<file path="config.mk">
export PLATFORM = sky130hd
export DESIGN_NAME = tile_sequencer
export DESIGN_NICKNAME = d
export VERILOG_FILES = /design/src/rtl/nnoc_tile_pkg.sv /design/src/rtl/tile_addr_gen.sv /design/src/rtl/tile_sequencer.sv
export SDC_FILE = /design/constraint.sdc
export NUM_CORES = 1
export LEC_CHECK = 0
export CORE_AREA = 2 2 65 67
export CTS_CLUSTER_DIAMETER = 30
export DETAILED_ROUTE_END_ITERATION = 12
export DIE_AREA = 0 0 67 69
export PLACE_DENSITY = 0.83
export SLEW_MARGIN = 20
export SYNTH_ARGS = -nofsm -noshare
export SYNTH_HDL_FRONTEND = slang
export SYNTH_HIERARCHICAL = 1
export SYNTH_SLANG_ARGS = --single-unit
</file>
<file path="constraint.sdc">
create_clock -name clk -period 4.8 [get_ports clk]
set_input_delay 0.96 -clock clk [delete_from_list [all_inputs] [get_ports clk]]
set_output_delay 0.96 -clock clk [all_outputs]
set_load 0.005 [all_outputs]
</file>
<file path="src/rtl/nnoc_tile_pkg.sv">
// Shared types and sizing for the tile sequencer and its address generator.
package nnoc_tile_pkg;
  typedef enum logic [1:0] {IDLE, ISSUE, WAIT_ACC, DONE} seq_state_t;

  localparam int TILE_ROWS         = 16;
  localparam int MAX_IN_TILES_DEF  = 4;
  localparam int MAX_OUT_TILES_DEF = 16;
  localparam int K_W               = 4;
  localparam int N_W               = 5;
  localparam int IN_CNT_W  = (MAX_IN_TILES_DEF > 1) ? $clog2(MAX_IN_TILES_DEF) : 1;
  localparam int OUT_CNT_W = (MAX_OUT_TILES_DEF > 1) ? $clog2(MAX_OUT_TILES_DEF) : 1;

  function automatic logic cfg_invalid(input logic [K_W-1:0] k, input logic [N_W-1:0] n,
                                       input int max_k, input int max_n);
    return (k == '0) || (int'(k) > max_k) || (n == '0) || (int'(n) > max_n);
  endfunction
endpackage

</file>
<file path="src/rtl/tile_addr_gen.sv">
// Job address/counter bookkeeping: latches the job shape, walks contiguous tile addresses.
module tile_addr_gen
  import nnoc_tile_pkg::*;
#(
  parameter int ADDR_W = 10
) (
  input  logic                 clk,
  input  logic                 reset,
  input  logic                 load_i,
  input  logic [ADDR_W-1:0]    base_i,
  input  logic [K_W-1:0]       k_i,
  input  logic [N_W-1:0]       n_i,
  input  logic                 in_inc_i,
  input  logic                 out_inc_i,
  output logic [ADDR_W-1:0]    addr_o,
  output logic [K_W-1:0]       k_o,
  output logic [OUT_CNT_W-1:0] out_cnt_o,
  output logic                 in_last_o,
  output logic                 out_last_o
);
  logic [ADDR_W-1:0]    addr_q, addr_d;
  logic [IN_CNT_W-1:0]  in_cnt_q, in_cnt_d;
  logic [OUT_CNT_W-1:0] out_cnt_q, out_cnt_d;
  logic [K_W-1:0]       k_q, k_d;
  logic [N_W-1:0]       n_q, n_d;

  assign in_last_o  = (K_W'(in_cnt_q) == k_q - K_W'(1));
  assign out_last_o = (N_W'(out_cnt_q) == n_q - N_W'(1));
  assign addr_o     = addr_q;
  assign k_o        = k_q;
  assign out_cnt_o  = out_cnt_q;

  always_comb begin
    addr_d    = addr_q;
    in_cnt_d  = in_cnt_q;
    out_cnt_d = out_cnt_q;
    k_d       = k_q;
    n_d       = n_q;
    if (load_i) begin
      addr_d    = base_i;
      in_cnt_d  = '0;
      out_cnt_d = '0;
      k_d       = k_i;
      n_d       = n_i;
    end else begin
      // address keeps running across tiles; it wraps naturally at 2^ADDR_W
      if (in_inc_i) begin
        addr_d   = addr_q + ADDR_W'(1);
        in_cnt_d = in_last_o ? '0 : in_cnt_q + IN_CNT_W'(1);
      end
      if (out_inc_i) out_cnt_d = out_cnt_q + OUT_CNT_W'(1);
    end
  end

  always_ff @(posedge clk) begin
    if (reset) begin
      addr_q    <= '0;
      in_cnt_q  <= '0;
      out_cnt_q <= '0;
      k_q       <= '0;
      n_q       <= '0;
    end else begin
      addr_q    <= addr_d;
      in_cnt_q  <= in_cnt_d;
      out_cnt_q <= out_cnt_d;
      k_q       <= k_d;
      n_q       <= n_d;
    end
  end
endmodule

</file>
<file path="src/rtl/tile_sequencer.sv">
// Layer-job controller: fetches K activation tiles per output tile and paces the accumulator.
module tile_sequencer
  import nnoc_tile_pkg::*;
#(
  parameter int ADDR_W           = 10,
  parameter int MAX_INPUT_TILES  = MAX_IN_TILES_DEF,
  parameter int MAX_OUTPUT_TILES = MAX_OUT_TILES_DEF
) (
  input  logic              clk,
  input  logic              reset,
  input  logic              start,
  input  logic              abort,
  input  logic [K_W-1:0]    cfg_num_in_tiles,
  input  logic [N_W-1:0]    cfg_num_out_tiles,
  input  logic [ADDR_W-1:0] cfg_base_addr,
  output logic              busy,
  output logic              done,
  output logic              cfg_err,
  output logic              mem_rd_en,
  output logic [ADDR_W-1:0] mem_rd_addr,
  input  logic              mem_rd_gnt,
  output logic              acc_act_load,
  output logic [K_W-1:0]    acc_num_input_tiles,
  input  logic              acc_ready,
  output logic              out_tile_done,
  output logic [N_W-1:0]    out_tile_idx
);
  seq_state_t           state_q, state_d;
  logic                 cfg_bad, load, in_inc, out_inc, in_last, out_last;
  logic                 cfg_err_q, cfg_err_d, act_load_q, act_load_d;
  logic                 tile_done_q, tile_done_d;
  logic [N_W-1:0]       tile_idx_q, tile_idx_d;
  logic [OUT_CNT_W-1:0] out_cnt;

  tile_addr_gen #(.ADDR_W(ADDR_W)) u_addr_gen (
    .clk       (clk),
    .reset     (reset),
    .load_i    (load),
    .base_i    (cfg_base_addr),
    .k_i       (cfg_num_in_tiles),
    .n_i       (cfg_num_out_tiles),
    .in_inc_i  (in_inc),
    .out_inc_i (out_inc),
    .addr_o    (mem_rd_addr),
    .k_o       (acc_num_input_tiles),
    .out_cnt_o (out_cnt),
    .in_last_o (in_last),
    .out_last_o(out_last)
  );

  assign cfg_bad   = cfg_invalid(cfg_num_in_tiles, cfg_num_out_tiles,
                                 MAX_INPUT_TILES, MAX_OUTPUT_TILES);
  assign busy      = (state_q != IDLE);
  assign done      = (state_q == DONE);
  assign mem_rd_en = (state_q == ISSUE);
  assign in_inc    = mem_rd_en && mem_rd_gnt;

  assign cfg_err       = cfg_err_q;
  assign acc_act_load  = act_load_q;
  assign out_tile_done = tile_done_q;
  assign out_tile_idx  = tile_idx_q;

  always_comb begin
    state_d     = state_q;
    load        = 1'b0;
    out_inc     = 1'b0;
    tile_done_d = 1'b0;
    tile_idx_d  = tile_idx_q;
    // a grant in the abort cycle still returns data, so the load strobe follows regardless
    act_load_d  = in_inc;
    cfg_err_d   = (state_q == IDLE) && start && cfg_bad;
    unique case (state_q)
      IDLE: begin
        if (start && !cfg_bad) begin
          load    = 1'b1;
          state_d = ISSUE;
        end
      end
      ISSUE: begin
        if (abort)                    state_d = IDLE;
        else if (mem_rd_gnt && in_last) state_d = WAIT_ACC;
      end
      WAIT_ACC: begin
        if (abort) begin
          state_d = IDLE;
        end else if (acc_ready) begin
          tile_done_d = 1'b1;
          tile_idx_d  = N_W'(out_cnt);
          if (out_last) begin
            state_d = DONE;
          end else begin
            out_inc = 1'b1;
            state_d = ISSUE;
          end
        end
      end
      DONE:    state_d = IDLE;
      default: state_d = IDLE;
    endcase
  end

  always_ff @(posedge clk) begin
    if (reset) begin
      state_q     <= IDLE;
      cfg_err_q   <= 1'b0;
      act_load_q  <= 1'b0;
      tile_done_q <= 1'b0;
      tile_idx_q  <= '0;
    end else begin
      state_q     <= state_d;
      cfg_err_q   <= cfg_err_d;
      act_load_q  <= act_load_d;
      tile_done_q <= tile_done_d;
      tile_idx_q  <= tile_idx_d;
    end
  end
endmodule

</file>
# Word level (Yosys, flattened, before mapping)
# Index checks and enable logic that the tools add are counted.
# word_totals
reg_bits	34
# classes
order_cmp	2
muxes	17
add_sub_neg	5
n_reduce_logical	18
bitwise	2
eq_ne	8
# ops
operator	n
$mux W10	2
$mux W2	7
$add A10 B1 Y10 const B	1
$pmux W2 S4	1
$mux W1	7
$reduce_and A3 Y1	2
$eq A4 B5 Y1	1
$gt A5 B5 Y1 const B	1
$logic_and A1 B1 Y1	5
$logic_not A5 Y1	1
$sub A5 B1 Y5 const B	1
$add A4 B1 Y4 const B	1
$eq A2 B2 Y1 const B	2
$eq A2 B4 Y1	1
$gt A4 B3 Y1 const B	1
$logic_not A4 Y1	1
$reduce_bool A2 Y1	2
$sub A4 B1 Y4 const B	1
$logic_or A1 B1 Y1	3
$ne A3 B2 Y1 const B	1
$ne A3 B3 Y1 const B	1
$reduce_or A3 Y1	1
$add A2 B1 Y2 const B	1
$eq A2 B1 Y1 const B	1
5 further kinds	6

# Logic depth before layout (Yosys ltp)
# Gate-level depths: netlist (run 1).
# depth
ltp_word	9
ltp_mapped	10
depth_no_buf	10

# Hierarchy
# The synthesis (run 1) kept the hierarchy.
# by_module_without_submodules
module	instances	cells_each	area_per_inst_um2
tile_addr_gen	1	150	1291.2
tile_sequencer	1	51	431.7

# Worst setup path after synthesis (run 1)
# Ideal clock, no wire load.
# synth_timing
path_kind	input to register
startpoint	in cfg_num_out_tiles[1]
endpoint	reg u_addr_gen.addr_q[5] (netlist: u_addr_gen/addr_o[5])
required_time_ps	4672
path_slack_ps	2235
arrival_ps	2438
setup_time_ps	128
stages	8
path_cell_list	nor4_2 > xnor2_1 > nand3b_1 > nor2_1 > clkbuf_1 > clkbuf_1 > mux2i_1 > nor2_1
# synth_between
elab_chain_len	8
# synth_lines
element	line	rtl
start: declaration	tile_sequencer.sv:14	input logic [N_W-1:0] cfg_num_out_tiles,
parallel branches: the longest is 2 deep, another holds $gt A5 B5 Y1	-	
$logic_or A1 B1 Y1 (*)	nnoc_tile_pkg.sv:15	return (k == '0) || (int'(k) > max_k) || (n == '0) || (int'(n) > max_n);
$logic_not A1 Y1 (*)	tile_sequencer.sv:74	if (start && !cfg_bad) begin
$logic_and A1 B1 Y1 (*)	tile_sequencer.sv:74	
$mux W1 (*)	tile_sequencer.sv:74	
$mux W1 (*)	tile_sequencer.sv:72	unique case (state_q)
named net load	tile_sequencer.sv:29	logic cfg_bad, load, in_inc, out_inc, in_last, out_last;
$mux W10 / $reduce_bool A2 Y1 (equally long branches)	-	
end signal: assignment	tile_addr_gen.sv:63	addr_q <= addr_d;
end: declaration	tile_addr_gen.sv:21	logic [ADDR_W-1:0] addr_q, addr_d;
# Mark *: on every way through the listed nets, which the timed path passes.
# A chain may end at the register's enable or synchronous reset.

# Final worst setup path (run 1)
# layout_timing
startpoint	in cfg_num_out_tiles[1]
endpoint	reg u_addr_gen.in_cnt_q[1]
# layout_between
elab_chain_len	8
# layout_lines
element	line	rtl
parallel branches: the longest is 2 deep, another holds $gt A5 B5 Y1	-	
$logic_or A1 B1 Y1 (*)	nnoc_tile_pkg.sv:15	
$logic_not A1 Y1 (*)	tile_sequencer.sv:74	
$logic_and A1 B1 Y1 (*)	tile_sequencer.sv:74	
$mux W1 (*)	tile_sequencer.sv:74	
$mux W1 (*)	tile_sequencer.sv:72	
named net load	tile_sequencer.sv:29	
$reduce_or A2 Y1 (no line) (*)	-	
end signal: assignment	tile_addr_gen.sv:64	in_cnt_q <= in_cnt_d;
end: declaration	tile_addr_gen.sv:22	logic [IN_CNT_W-1:0] in_cnt_q, in_cnt_d;
# Marked as above.

==> reports/qor.csv, run 1 <==
stage,metric,value,unit
power_and_ir_drop,power.leakage,0.829,nW
job,drv_cap,0,
logic_synthesis,syn_area,1720,um^2
global_route,gr-total-overflow,0,
clocking,htreeDepth,2,
clocking,cts_buffers,5,
layout,synthToLayoutAreaGrowth,34.6,%
detailed_routing,wl_met2,1860,um
clocking,cts_resized,0,
timing,setup_viol,0,
detailed_routing,ant_nets,0,
timing,max_freq,383,MHz
logic_synthesis,yosysUniqueCellTypes,38,
detailed_routing,wirelength,3700,um
power_and_ir_drop,peakVddDrop,0.138,mV
logic_synthesis,ys_ff_latch,34,
setup_path,path_buf_inv,2,
timing,rsz0062_at_grt,false,
logic_synthesis,synth-seq-area-share,39.5,%
detailed_routing,drt_iter0_drc,58,
detailed_routing,met1Wirelength,1620,um
layout,finalNonFillerCells,298,
timing,fin_worst_skew,1.51,ps
logic_synthesis,ys_warn_count,6,
setup_path,cpPeakStageDelay,430,ps
detailed_routing,viasPerCell,5.04,
clocking,clkSinkCount,34,
global_route,grt_antenna_before_repair,0,
clocking,root_buffer,clkbuf_8,
worst_hold_path,hold_class,reg -> reg,
setup_path,cp-start-kind,input pin,
clocking,path_clk_slew,60,ps
clocking,post_cts_buffers,0,
timing,finalCriticalPeriod,2610,ps
timing,hold_violations,0,
timing,maxSlewHeadroom,65.4,%
floorplan,io-pin-count,50,
detailed_routing,wl_met3,150,um
logic_synthesis,ys_async_sr_fraction,0,%
setup_path,path_cells,clkdlybuf4s50_1 > nor4_2 > xnor2_1 > nand3b_1 > nor2_2 > buf_4 > or2_2 > nor3_1,
clocking,tritoncts,done,
logic_synthesis,synth-edff-count,0,
placed_design,globalplace.congestion,0.825,
floorplan,die_y,69,um
layout,diodes,0,
global_route,grt_pass1_vias,1531,
placed_design,port_buffers,48,
timing,max_slew.worst_pin.slew,520,ps
setup_path,cpLargestDelayFamily,simple AND/OR/NAND/NOR gates,
setup_path,cpMaxStageDelayCell,clkdlybuf4s50_1,
setup_path,crit_type,in -> reg,
floorplan,core,3910,um^2
global_route,grt_pass1_wl,6550,um
placed_design,dpl.hpwl,2720,um
layout,finalInstanceArea,2320,um^2
layout,drive_gt1_share,6.85,%
setup_path,crit_fanout,29,
detailed_routing,routed.top_layer,met4,
detailed_routing,firstDrtPassIters,4,
detailed_routing,wire_per_inst,12.4,um
global_route,grt_max_degree,31,
floorplan,row_count,23,
placed_design,dp_cells,290,
power_and_ir_drop,cellPowerDensity,248,nW/um^2
layout,nets,276,
setup_path,crit_path_end_kind,register,
floorplan,die_area,4620,um^2
placed_design,place_area,2230,um^2
logic_synthesis,syn_inst,201,
logic_synthesis,syn_area_per_cell,8.57,um^2
timing,fin_setup_tns,0,ps
detailed_routing,post-route-drc-count,0,
detailed_routing,vias,1503,
global_route,grt_usage,18.1,%
outcome,status,finished clean,
logic_synthesis,synth_flop_cell,dfxtp_1,
setup_path,crit_arrival,2800,ps
floorplan,die_w,67,um
timing,report.final.slew_viol_count,0,
setup_path,worstPathRequired,5000,ps
clocking,cts_hold_buf,0,
logic_synthesis,synth_nets,230,
clocking,clkLatencyLatePin,280,ps
power_and_ir_drop,total_power,0.000576,W
clocking,cts.path.max_buffers,2,
floorplan,initial_core_util,44.0,%
timing,finalCritPeriodShare,54.3,%
per-stage QoR:
step / setup slack [ps] / utilization (%) / hold slack, ps
finish: 2190 / 59.2 / 456
floorplan: 2230 / - / 453
CTS: 2160 / 59.4 / 457
detailed placement: 1870 / 57.0 / 448
global route: 2000 / 59.2 / 488
global placement: 1920 / 57.0 / 444
cell usage after synthesis (all sizes together) (3+ instances only):
library cell	count	area (um^2)
dfxtp	34	681
nor2	31	116
nand2	14	52.6
a21oi	13	65.1
mux2i	13	130
xnor2	12	113
xor2	9	78.8
inv	8	30.0
nand3	6	30.0
o21ai	6	30.0
buf	5	25.0
clkbuf	5	18.8
nand4	5	31.3
nor3	5	30.0
ha	4	50.1
nand3b	4	30.0
nor2b	4	25.0
nor3b	4	40.0
and3	3	18.8
report_power, final:
group | switching, W | internal, W
registers | 0.00000636 | 0.000288
logic | 0.0000292 | 0.0000410
clock network | 0.0000955 | 0.000116
final timing paths:
kind / start / cells after the start / slack (ps) / to
hold / removal: out_tile_idx[3] / 2 / 460 / out_tile_idx[3]
setup / recovery: cfg_num_out_tiles[1] / 8 / 2190 / u_addr_gen/in_cnt_q[1]
hold reg to reg: out_tile_idx[3] / 2 / 460 / out_tile_idx[3]
setup reg to reg: u_addr_gen/n_q[0] / 8 / 2710 / u_addr_gen/out_cnt_o[3]
metal layers:
| layer | up-vias | global-route usage, % |
|---|---|---|
| li1 | 771 | - |
| met1 | 685 | 21.2 |
| met2 | 38 | 31.2 |
| met3 | 9 | 3.92 |
| met4 | 0 | 7.03 |
| met5 | - | 0 |
worst reg2reg max path: stages, from the launching register on:
cell and delay, ps:
dfxtp_1 360, nor3_2 220, xnor2_1 110, or3b_1 370, a2111oi_2 420, nor2_1 180, nand4_1 120, xor2_1 160
nor2_1 50
logic make-up (layout without fill, tap and decap cells):
| family | Yosys count | after routing | synth area share [%] |
|---|---|---|---|
| flip-flops | 34 | 34 | 39.5 |
| buffers and inverters | 18 | 65 | 4.29 |
| adder cells (fa/ha/maj) | 4 | 4 | 2.90 |
| multiplexers | 13 | 13 | 7.55 |
| other | 1 | 1 | 0.218 |
| AND/OR/NAND/NOR | 84 | 84 | 25.4 |
| AO/OA/AOI/OAI | 26 | 26 | 9.00 |
| XOR/XNOR | 21 | 21 | 11.1 |
state kept, by name, summed over array words and instances (netlist names), 2 cells and up:
signal                cells
out_tile_idx              4
state_q                   2
u_addr_gen/addr_o        10
u_addr_gen/in_cnt_q       2
u_addr_gen/k_o            4
u_addr_gen/n_q            5
u_addr_gen/out_cnt_o      4
layout make-up:
| cell class | instances | area, um^2 |
|---|---|---|
| inverter | 8 | 30.0 |
| tap | 50 | 62.6 |
| clock inverter | 1 | 5.00 |
| clock buffer | 7 | 86.3 |
| fill | 371 | 1600 |
| multi-input combinational | 149 | 971 |
| timing repair buffer | 49 | 483 |
| sequential | 34 | 681 |
layout by cell type (no fill, tap or decap), types with 3 or more instances in the layout:
master	instances
nand3_1	6
mux2i_1	13
and3_1	3
nor2_1	30
nor2b_1	4
clkdlybuf4s50_1	47
o21ai_1	3
nand3b_1	4
nor3_1	4
nand2_1	14
xor2_1	9
ha_1	4
clkbuf_8	6
o21ai_0	3
xnor2_1	11
dfxtp_1	34
a21oi_1	13
nand4_1	5
inv_1	8
Note: power is estimated with default switching activity, not from simulation.
==> inputs of run 2 (changes only) <==
--- a/config.mk
+++ b/config.mk
@@ -5,11 +5,11 @@
 export SDC_FILE = /design/constraint.sdc
 export NUM_CORES = 1
 export LEC_CHECK = 0
-export CORE_AREA = 2 2 65 67
+export CORE_AREA = 2 2 68 70
 export CTS_CLUSTER_DIAMETER = 30
 export DETAILED_ROUTE_END_ITERATION = 12
-export DIE_AREA = 0 0 67 69
-export PLACE_DENSITY = 0.83
+export DIE_AREA = 0 0 70 72
+export PLACE_DENSITY = 0.8
 export SLEW_MARGIN = 20
 export SYNTH_ARGS = -nofsm -noshare
 export SYNTH_HDL_FRONTEND = slang
==> constraint.sdc (replaced) <==
create_clock -name clk -period 2.25 [get_ports clk]
set_input_delay 0.45 -clock clk [delete_from_list [all_inputs] [get_ports clk]]
set_output_delay 0.45 -clock clk [all_outputs]
set_load 0.005 [all_outputs]
==> reports/qor.csv, run 2 (synthesis results as in run 1) <==
stage,metric,value,unit,change
placed_design,port_buffers,48,,unchanged
global_route,grt_antenna_before_repair,0,,unchanged
detailed_routing,wire_per_inst,12.8,um,+2.7%
layout,nets,284,,+2.9%
timing,report.final.slew_viol_count,0,,unchanged
layout,final_common_cell,clkdlybuf4s50_1,,
clocking,htreeDepth,2,,unchanged
layout,fill_cells,386,,+4.0%
clocking,path_clk_slew,70,ps,about the same
layout,multi_input_area,971,um^2,unchanged
global_route,gr-total-overflow,0,,unchanged
setup_path,worstPathRequired,2430,ps,-2570 ps
clocking,clkSinkCount,34,,unchanged
layout,seq_area,681,um^2,unchanged
setup_path,cp-start-kind,register,,
power_and_ir_drop,peakVddDrop,0.285,mV,+110%
outcome,status,finished clean,,
setup_path,crit_type,reg -> reg,,
clocking,cts_resized,0,,unchanged
setup_path,crit_path_end_kind,register,,
setup_path,cpMostUsedCell,nor2_1,,
layout,most-common-layout-cells,"48 x clkdlybuf4s50_1, 34 x dfxtp_1, 30 x nor2_1",,
floorplan,die_y,72,um,+4.3%
floorplan,initial_core_util,40.4,%,-3.6 points
global_route,grt_max_degree,19,,-39%
clocking,cts_buffers,5,,unchanged
timing,finalCriticalPeriod,2090,ps,
detailed_routing,wirelength,3930,um,+6.2%
detailed_routing,post-route-drc-count,0,,unchanged
clocking,cts_hold_buf,0,,unchanged
global_route,grt_pass1_vias,1415,,-7.6%
detailed_routing,viasPerCell,5.02,,-0.41%
floorplan,io-pin-count,50,,unchanged
power_and_ir_drop,total_power,0.00126,W,+120%
clocking,tritoncts,done,,
power_and_ir_drop,cellPowerDensity,527,nW/um^2,+110%
floorplan,die_area,5040,um^2,+9.0%
timing,setup_viol,0,,unchanged
timing,fin_setup_tns,0,ps,unchanged
clocking,clkLatencyLatePin,290,ps,about the same
clocking,root_buffer,clkbuf_8,,
floorplan,row_count,24,,+4.3%
clocking,post_cts_buffers,0,,unchanged
global_route,grt_pass1_wl,6610,um,+0.95%
detailed_routing,drt_iter0_drc,40,,-31%
global_route,grt_usage,16.4,%,-1.7 points
floorplan,core,4260,um^2,+9.0%
layout,drive_gt1_share,9.38,%,+2.5 points
placed_design,globalplace.congestion,0.791,,-4.1%
detailed_routing,firstDrtPassIters,4,,unchanged
detailed_routing,vias,1547,,+2.9%
setup_path,crit_arrival,2270,ps,-530 ps
timing,hold_violations,0,,unchanged
layout,largest_register_ffs,10,,unchanged
setup_path,cpMaxStageDelayCell,a2111oi_2,,
floorplan,die_w,70,um,+4.5%
timing,rsz0062_at_grt,false,,
power_and_ir_drop,power.leakage,0.871,nW,+5.0%
placed_design,dpl.hpwl,2920,um,+7.3%
worst_hold_path,hold_class,reg -> reg,,
setup_path,crit_fanout,4,,-86%
timing,finalCritPeriodShare,92.8,%,
setup_path,path_cells,nor3_2 > xnor2_1 > or3b_1 > a2111oi_2 > nor2_1 > nand4_1 > xor2_1 > nor2_1,,
timing,fin_worst_skew,6.18,ps,+4.66 ps
job,drv_cap,0,,unchanged
layout,synthToLayoutAreaGrowth,38.5,%,
setup_path,cpPeakStageDelay,420,ps,about the same
clocking,cts.path.max_buffers,2,,unchanged
layout,diodes,0,,unchanged
timing,max_freq,479,MHz,
detailed_routing,ant_nets,0,,unchanged
-- run 2: critical path, delay by kind of cell, from the launching register on --
family          cells  cell delay, ps
flops               1             360
compound gates      1             420
xor+xnor            2             250
simple gates        5             960
-- run 2: cell type report --
type,count,area share [%]
clock inverters,1,0.210
multi-input cells,149,40.7
clock buffers,7,3.62
well taps,52,2.73
inverters,8,1.26
repair buffers,57,23.0
flip-flops and latches,34,28.5
-- run 2: path summary, 6_finish.rpt --
check,start,endpoint,slack [ps],cells after the start
hold reg to reg,out_tile_idx[2],out_tile_idx[2],460,2
setup reg to reg,u_addr_gen/n_q[0],u_addr_gen/out_cnt_o[3],160,8
hold / removal,out_tile_idx[2],out_tile_idx[2],460,2
setup / recovery,u_addr_gen/n_q[0],u_addr_gen/out_cnt_o[3],160,8
-- run 2: report_power, final --
part           total [W]  internal [W]  leakage, nW  switching, W
clock network   0.000469      0.000247       0.0482      0.000222
registers       0.000628      0.000614        0.275     0.0000138
logic           0.000160     0.0000954        0.548     0.0000651
total            0.00126      0.000957        0.871      0.000301
-- run 2: metrics by stage --
step / setup slack, ps / util [%] / area (um^2) / std cells / hold WS, ps
floorplan: 195 / - / 1720 / 201 / 453
global placement: -9.61 / 53.8 / 2290 / 300 / 447
detailed placement: -87.9 / 53.8 / 2290 / 300 / 447
CTS: 173 / 56.0 / 2390 / 308 / 456
global route: 28.3 / 56.0 / 2390 / 308 / 478
finish: 162 / 56.0 / 2390 / 308 / 457
-- run 2: routing by layer --
metal | wire length (um) | share of wire (%) | vias to the layer above | global-route usage, %
met3 | 213 | 5.4 | 8 | 5.00
met1 | 1830 | 47 | 709 | 21.0
met4 | 70 | 1.8 | 0 | 7.05
li1 | - | - | 790 | -
met5 | 0 | 0 | - | 0
met2 | 1820 | 46 | 40 | 25.8
==> inputs of run 3 (changes only) <==
--- a/config.mk
+++ b/config.mk
@@ -5,11 +5,12 @@
 export SDC_FILE = /design/constraint.sdc
 export NUM_CORES = 1
 export LEC_CHECK = 0
-export CORE_AREA = 2 2 68 70
+export CAP_MARGIN = 20
+export CORE_AREA = 2 2 52 90
 export CTS_CLUSTER_DIAMETER = 30
 export DETAILED_ROUTE_END_ITERATION = 12
-export DIE_AREA = 0 0 70 72
-export PLACE_DENSITY = 0.8
+export DIE_AREA = 0 0 54 92
+export PLACE_DENSITY = 0.81
 export SLEW_MARGIN = 20
 export SYNTH_ARGS = -nofsm -noshare
 export SYNTH_HDL_FRONTEND = slang
==> reports/qor.csv, run 3 (synthesis results as in run 1) <==
stage,metric,value,unit,change
floorplan,initial_core_util,39.8,%,-0.56 points
timing,finalCriticalPeriod,2080,ps,-12.6 ps
layout,drive_gt1_share,8.98,%,-0.39 points
detailed_routing,wl_met3,179,um,-16%
clocking,cts_hold_buf,0,,unchanged
timing,timing.final.ws_setup,175,ps,+12.6 ps
setup_path,cp_num_cells,8,,unchanged
setup_path,cpLargestDelayFamily,simple AND/OR/NAND/NOR gates,,
timing,finalCritPeriodShare,92.2,%,-0.56 points
timing,max_freq,482,MHz,+0.61%
detailed_routing,wl_met2,2200,um,+21%
detailed_routing,wirelength,4060,um,+3.4%
clocking,post_cts_buffers,0,,unchanged
setup_path,cpPeakStageDelay,440,ps,+20 ps
global_route,grt_pass1_vias,1469,,+3.8%
clocking,cts_resized,0,,unchanged
layout,largest_register_ffs,10,,unchanged
setup_path,crit_arrival,2250,ps,-20 ps
setup_path,worstPathRequired,2420,ps,about the same
clocking,path_clk_slew,70,ps,about the same
clocking,tritoncts,done,,
clocking,clkLatencyLatePin,280,ps,about the same
clocking,root_buffer,clkbuf_8,,
global_route,grt_pass1_wl,6580,um,-0.42%
detailed_routing,drt_iter0_drc,32,,-20%
floorplan,io-pin-count,50,,unchanged
placed_design,place_area,2310,um^2,+0.49%
layout,finalNonFillerCells,307,,-0.32%
setup_path,path_buf_inv,0,,unchanged
power_and_ir_drop,peakVddDrop,0.375,mV,+32%
clocking,htreeDepth,2,,unchanged
clocking,clkSinkCount,34,,unchanged
timing,fin_worst_skew,10.2,ps,+4.05 ps
placed_design,dp_cells,299,,-0.33%
setup_path,cpMaxStageDelayCell,a2111oi_2,,
floorplan,die_w,54,um,-23%
power_and_ir_drop,power.leakage,0.877,nW,+0.68%
global_route,grt_usage,17.7,%,+1.3 points
clocking,cts.path.max_buffers,2,,unchanged
placed_design,dpl.hpwl,3090,um,+5.6%
clocking,cts_buffers,5,,unchanged
layout,synthToLayoutAreaGrowth,40.0,%,
global_route,grt_antenna_before_repair,0,,unchanged
setup_path,r2r_slack,170,ps,about the same
placed_design,globalplace.congestion,0.803,,+1.5%
timing,rsz0062_at_grt,false,,
setup_path,rr_endpoint,u_addr_gen/out_cnt_o[3],,
layout,diodes,0,,unchanged
setup_path,cpMostUsedCell,nor2_1,,
floorplan,die_area,4970,um^2,-1.4%
layout,nets,284,,unchanged
job,drv_cap,0,,unchanged
detailed_routing,met1Wirelength,1590,um,-13%
power_and_ir_drop,total_power,0.00133,W,+5.7%
detailed_routing,routed.top_layer,met4,,
layout,fill_cells,406,,+5.2%
worst_hold_path,hold_class,reg -> reg,,
outcome,status,finished clean,,
floorplan,die_y,92,um,+28%
worst_hold_path,hold_path_end,out_tile_idx[2],,
floorplan,row_count,32,,+33%
setup_path,crit_fanout,4,,unchanged
worst_hold_path,holdCritStartpoint,out_tile_idx[2],,
timing,setup_viol,0,,unchanged
placed_design,place_ws,-75.6,ps,+12.4 ps
setup_path,crit_path_end_kind,register,,
setup_path,ff2ff_path_depth,8,,unchanged
floorplan,core,4320,um^2,+1.4%
power_and_ir_drop,cellPowerDensity,551,nW/um^2,+4.5%
setup_path,crit_type,reg -> reg,,
setup_path,reg2reg_from,u_addr_gen/n_q[0],,
detailed_routing,viasPerCell,5.14,,+2.4%
detailed_routing,post-route-drc-count,0,,unchanged
detailed_routing,wire_per_inst,13.2,um,+3.7%
global_route,gr-total-overflow,0,,unchanged
setup_path,cp-start-kind,register,,
layout,utilization,55.8,%,-0.17 points
layout,most-common-layout-cells,"48 x clkdlybuf4s50_1, 34 x dfxtp_1, 30 x nor2_1",,
global_route,grt_max_degree,23,,+4
worst_hold_path,min_path_cells,2,,unchanged
setup_path,path_cells,nor3_2 > xnor2_1 > or3b_1 > a2111oi_2 > nor2_1 > nand4_1 > xor2_1 > nor2_1,,
layout,finalInstanceArea,2410,um^2,+1.1%
timing,hold_violations,0,,unchanged
placed_design,port_buffers,48,,unchanged
detailed_routing,vias,1579,,+2.1%
layout,final_common_cell,clkdlybuf4s50_1,,
detailed_routing,firstDrtPassIters,4,,unchanged
timing,report.final.slew_viol_count,0,,unchanged
detailed_routing,ant_nets,0,,unchanged
==> run 3: worst max-delay path by stage <==
stage / startpoint / to / slack, ps
6_report: u_addr_gen/n_q[0] / u_addr_gen/out_cnt_o[3] / 170
5_1_grt: u_addr_gen/n_q[0] / u_addr_gen/out_cnt_o[3] / 60
4_1_cts: u_addr_gen/n_q[0] / u_addr_gen/out_cnt_o[3] / 160
3_5_place_dp: cfg_num_out_tiles[1] / u_addr_gen/in_cnt_q[0] / -80
3_3_place_gp: cfg_num_out_tiles[1] / u_addr_gen/addr_o[8] / -7
2_1_floorplan: cfg_num_out_tiles[1] / u_addr_gen/addr_o[5] / 190
==> run 3: layer usage <==
layer | vias up | global-route usage [%]
met1 | 734 | 19.0
met5 | - | 0
met4 | 0 | 8.75
met2 | 50 | 31.2
li1 | 789 | -
met3 | 6 | 3.42
==> run 3: cell type report <==
cell class,count,area [um^2],share of cell area [%]
Timing Repair Buffer,57,561,23.2
Clock inverter,1,30.0,1.24
Multi-Input combinational cell,149,971,40.2
Inverter,8,30.0,1.24
Sequential cell,34,681,28.2
Tap cell,51,63.8,2.65
Clock buffer,7,76.3,3.16
==> run 3: where the power goes <==
group	leakage [nW]	internal [W]	switching, W	total, W
clock network	0.0524	0.000331	0.000206	0.000537
logic	0.550	0.0000960	0.0000668	0.000163
registers	0.275	0.000614	0.0000139	0.000628
total	0.877	0.00104	0.000287	0.00133
==> run 3: through the flow <==
stage               TNS, ps  hold slack [ps]
finish                    0              463
global route              0              489
CTS                       0              464
detailed placement     -788              455
global placement      -13.1              441
floorplan                 0              453
==> run 3: worst register-to-register path, delay by kind of cell (launching register included) <==
kind | cells | cell delay [ps]
AND/OR/NAND/NOR | 5 | 940
XOR/XNOR | 2 | 250
flip-flops | 1 | 350
AO/OA/AOI/OAI | 1 | 440
==> RTL change 1 (flow settings as in run 3) <==
Make the reset (`reset`) asynchronous in 2 clocked blocks.
--- a/src/rtl/tile_addr_gen.sv
+++ b/src/rtl/tile_addr_gen.sv
@@ -54,3 +54,3 @@
 
-  always_ff @(posedge clk) begin
+  always_ff @(posedge clk or posedge reset) begin
     if (reset) begin
--- a/src/rtl/tile_sequencer.sv
+++ b/src/rtl/tile_sequencer.sv
@@ -101,3 +101,3 @@
 
-  always_ff @(posedge clk) begin
+  always_ff @(posedge clk or posedge reset) begin
     if (reset) begin
Behaviour: differs if reset is asserted again (counterexample within 4 cycles, from zero or initial values and one cycle with reset high); with reset held inactive, the same outputs for 10 cycles.
==> RTL change 1 against run 3 <==
First-iteration DRC count is 47% lower. Routed wire length increased by 3.3%. Hold slack worse by 0.017 ns. Global-route usage rose by 1.3 points. Setup slack got worse by 0.074 ns. Clock skew down 0.0060 ns. Cell count decreased by 4.6%. Sequential cell count is the same. Final area is 5.7% higher. Area after synthesis is 5.4% higher. Highest routed layer unchanged.
Power is not compared: it rests on default switching activity, and its combinational part moved more than twofold at a synthesized area within 25%.
==> RTL change 1: results (changes against run 3) <==
setup_path:
  cpLargestDelayFamily: "simple AND/OR/NAND/NOR gates"  # unchanged
  cp-startpoint: "cfg_num_out_tiles[1]"  # was u_addr_gen/n_q[0]$_SDFFE_PP0P_
  worstPathMaxFanout: 2  # was 4
  endpoint: "u_addr_gen/addr_o[9]$_DFFE_PP0P_"  # was u_addr_gen/out_cnt_o[3]$_SDFFE_PP0P_
  crit_path_top_delay_cell: "or4_1"  # was a2111oi_2
  reg2reg_depth: 9  # was 8
  rrSetupSlack_ns: 0.28  # was 0.17 ns
  reg2reg_from: "u_addr_gen/n_q[0]$_DFFE_PP0P_"  # was u_addr_gen/n_q[0]$_SDFFE_PP0P_
  cpPeakStageDelay_ns: 0.52  # was 0.44 ns
  crit_arrival_ns: 2.37  # was 2.25 ns
  reg2reg_to: "u_addr_gen/out_cnt_o[3]$_DFFE_PP0P_"  # was u_addr_gen/out_cnt_o[3]$_SDFFE_PP0P_
finish:
  n_antenna_cell: 0  # unchanged
  layout-drive-gt1-share: 0.1529  # was 0.08984
  nNetsFinal: 270  # was 284
  nFillCells: 373  # was 406
  largest_register_ffs: 10  # unchanged
logic_synthesis:
  synth_ff_type: "dfrtp_1"  # was dfxtp_1
  synthArstFlopShare: 1.000  # was 0
  synth_area_leaders: "dfrtp_1 (47%), mux2_2 (5.6%), xor2_1 (5.3%), xnor2_1 (3.9%), nand2_1 (3.5%)"  # was dfxtp_1 (40%), mux2i_1 (7.6%), nor2_1 (6.8%), xnor2_1 (5.6%), xor2_1 (4.6%)
  synth_top_cells_by_count: "dfrtp_1 (34), nand2_1 (17), xor2_1 (11)"  # was dfxtp_1 (34), nor2_1 (31), nand2_1 (14)
  yosysUniqueCellTypes: 43  # was 38
  ys_warn_count: 6  # unchanged
  avgSynthCellArea_sq_um: 10.32  # was 8.572 sq um
  ys_seq_area_frac: 0.4683  # was 0.3951
  synth.net_count: 205  # was 230
routing:
  routed_wl_um: 4197  # was 4064 um
  drc: 0  # unchanged
  drt_iter0_drc: 17  # was 32
  drt-wirelength-per-cell_um: 14.32  # was 13.24 um
  viasPerCell: 5.181  # was 5.143
pwr:
  ir_worst_vdd_v: 0.0005785
global_route:
  grt_pass1_wl_um: 6906  # was 6582 um
  grtUsageTotal: 0.1900  # was 0.1774
  use_met3: 0.04072  # was 0.03420
  antenna_found_initial: 0  # unchanged
  grt_pass1_vias: 1526  # was 1,469
  grt_max_degree: 26  # was 23
  gr-usage-met1: 0.1886  # was 0.1900
  use_met2: 0.3608  # was 0.3120
clock_network:
  cts_buffers: 5  # unchanged
  max-clock-path-buffers: 2  # unchanged
  cts_setup_buffers: 0  # unchanged
placement:
  io_buffers: 48  # unchanged
  globalplace.congestion: 0.7817  # was 0.8027
  dpl-instance-area_sq_mm: 0.002450  # was 0.002306 sq mm
  placedCellCount: 285  # was 299
  hpwl_um: 3309  # was 3089 um
sta:
  clock_skew_ns: 0.004230  # was 0.01023 ns
min_path:
  min_path_type: "input port to async pin"  # was flop to flop
outcome:
  outcome: "complete, no violations"  # unchanged
[RTL change 1: metrics by stage]
step | setup slack, ns | total power, mW | hold WS, ns | TNS [ns]
finish | 0.1005 | 2.146 | 0.4462 | 0
global route | 0.01673 | 2.290 | 0.4675 | 0
CTS | 0.05758 | 2.165 | 0.4589 | 0
detailed placement | -0.2249 | 1.691 | 0.5096 | -2.023
global placement | -0.1417 | 1.671 | 0.4888 | -1.095
floorplan | 0.2583 | 1.318 | 0.2779 | 0
[RTL change 1: cell type report]
| class | count | area (sq um) | share of cell area |
|---|---|---|---|
| flip-flops and latches | 34 | 850.8 | 0.3338 |
| inverters | 9 | 33.78 | 0.01325 |
| clock inverters | 1 | 5.005 | 0.001964 |
| well taps | 51 | 63.81 | 0.02504 |
| clock buffers | 7 | 86.33 | 0.03387 |
| repair buffers | 65 | 615.6 | 0.2415 |
| multi-input cells | 126 | 893.4 | 0.3505 |
[RTL change 1: layer usage]
metal  routed length (um)  share of wire  vias up
met5                    0              0        -
met3                  143          0.034        9
met2                 2431           0.58       38
met4                   93          0.022        0
met1                 1529           0.36      723
li1                     -              -      748
[RTL change 1: cell families after synthesis]
family | share of synthesized area
AND/OR/NAND/NOR | 0.2039
flip-flops | 0.4683
AO/OA/AOI/OAI | 0.08472
XOR/XNOR | 0.1040
buffers and inverters | 0.04269
multiplexers | 0.06681
adder cells (fa/ha/maj) | 0.02755
other | 0.002064
[RTL change 1: where the power goes]
group / leakage, nW / total (mW) / internal, mW / switching [mW]
logic: 0.650 / 0.744 / 0.450 / 0.295
clock network: 0.0482 / 0.468 / 0.247 / 0.221
registers: 0.430 / 0.934 / 0.750 / 0.184
total: 1.13 / 2.15 / 1.45 / 0.700
==> RTL change 2 (config.mk and constraints of run 3) <==
Without the edit above. Set the package constant `MAX_IN_TILES_DEF` to 2 (it was 4).
--- a/src/rtl/nnoc_tile_pkg.sv
+++ b/src/rtl/nnoc_tile_pkg.sv
@@ -5,3 +5,3 @@
   localparam int TILE_ROWS         = 16;
-  localparam int MAX_IN_TILES_DEF  = 4;
+  localparam int MAX_IN_TILES_DEF  = 2;
   localparam int MAX_OUT_TILES_DEF = 16;
Check against the original RTL: not equivalent (Yosys sat finds a counterexample within 4 cycles, from zero or initial values and one cycle with reset high).
==> RTL change 2 against run 3 <==
Cell count increased by 0.33%. Routed wire length decreased by 3.7%. Sequential cell count decreased by 1. Final area decreased by 1.3%. Area after synthesis decreased by 1.9%. Setup slack improved by 0.034 ns. Power decreased by 8.2%. Critical path type is now input port to flop. Critical endpoint is now u_addr_gen/addr_o[5]$_SDFFE_PP0P_. Largest power group unchanged.
==> RTL change 2: results (changes against run 3) <==
outcome:
  outcome: "complete, no violations"  # unchanged
finish:
  seq_area_frac: 0.2775  # was 0.2822
  multi_input_area_sq_um: 949.7  # was 970.9 sq um
  multi_input_comb_cells: 148  # was 149
  layout-drive-gt1-share: 0.08560  # was 0.08984
  buffers: 58  # was 57
  nonClkBufAreaFrac: 0.2386  # was 0.2324
  clk_share: 0.04256  # was 0.04409
  nNetsFinal: 285  # was 284
  n_all_inverters: 10  # was 8
sta:
  clock_skew_ns: 0.005438  # was 0.01023 ns
  min_period_ns: 2.042  # was 2.075 ns
global_route:
  use_met2: 0.3008  # was 0.3120
  grt_pass1_wl_um: 6568  # was 6582 um
  grt_pass1_vias: 1484  # was 1,469
  grtUsageTotal: 0.1800  # was 0.1774
  gr-usage-met1: 0.1922  # was 0.1900
  grt_max_degree: 25  # was 23
routing:
  wl_met2_um: 2112  # was 2197 um
  route.met3.wl_um: 224  # was 179 um
  routed_wl_um: 3915  # was 4064 um
  drt_iter0_drc: 35  # was 32
  viasPerCell: 5.130  # was 5.143
placement:
  place_ws_ns: -0.08490  # was -0.07556 ns
  dpl-instance-area_sq_mm: 0.002280  # was 0.002306 sq mm
  globalplace.congestion: 0.8187  # was 0.8027
pwr:
  ir_worst_vdd_v: 0.0003850  # was 0.0003754 V
  power_density_mw_per_mm2: 512.4  # was 550.7 mW/mm^2
  leakagePower_nw: 0.8484  # was 0.8771 nW
min_path:
  min_from: "out_tile_idx[1]$_SDFFE_PP0P_"  # was out_tile_idx[2]$_SDFFE_PP0P_
setup_path:
  reg2reg_to: "u_addr_gen/out_cnt_o[2]$_SDFFE_PP0P_"  # was u_addr_gen/out_cnt_o[3]$_SDFFE_PP0P_
  worstPathMaxFanout: 24  # was 4
  cp-startpoint: "cfg_num_out_tiles[1]"  # was u_addr_gen/n_q[0]$_SDFFE_PP0P_
  crit_arrival_ns: 2.21  # was 2.25 ns
  rrSetupSlack_ns: 0.35  # was 0.17 ns
clock_network:
  ctsHoldBuffers: 0  # unchanged
  cts.sinks: 33  # was 34
logic_synthesis:
  synth.net_count: 229  # was 230
  avgSynthCellArea_sq_um: 8.452  # was 8.572 sq um
  synth_area_leaders: "dfxtp_1 (39%), mux2i_1 (8.3%), nor2_1 (6.7%), xnor2_1 (5.7%), xor2_1 (4.7%)"  # was dfxtp_1 (40%), mux2i_1 (7.6%), nor2_1 (6.8%), xnor2_1 (5.6%), xor2_1 (4.6%)
RTL change 2: worst max-delay path, stage by stage:
cell and delay [ns]:
clkdlybuf4s50_1 0.43, nor4_2 0.34, xnor2_1 0.19, nand2_1 0.10, nor2_2 0.19, buf_12 0.19, nor2_1 0.06, nand2_1 0.16
o22ai_1 0.11
RTL change 2: cells by family (layout without fill, tap and decap cells):
group,after synthesis,in the layout,synth area share
xor+xnor,20,20,0.1036
mux,14,14,0.08290
compound gates,33,33,0.1221
other cells,1,1,0.002218
buf+inv,19,76,0.04886
flops,33,33,0.3908
fa+ha+maj,4,4,0.02961
simple gates,76,76,0.2199
RTL change 2: power breakdown:
| part | total (mW) | internal, mW | switching [mW] |
|---|---|---|---|
| registers | 0.600 | 0.592 | 0.00857 |
| logic | 0.130 | 0.0775 | 0.0529 |
| clock network | 0.489 | 0.276 | 0.213 |
| total | 1.22 | 0.946 | 0.274 |
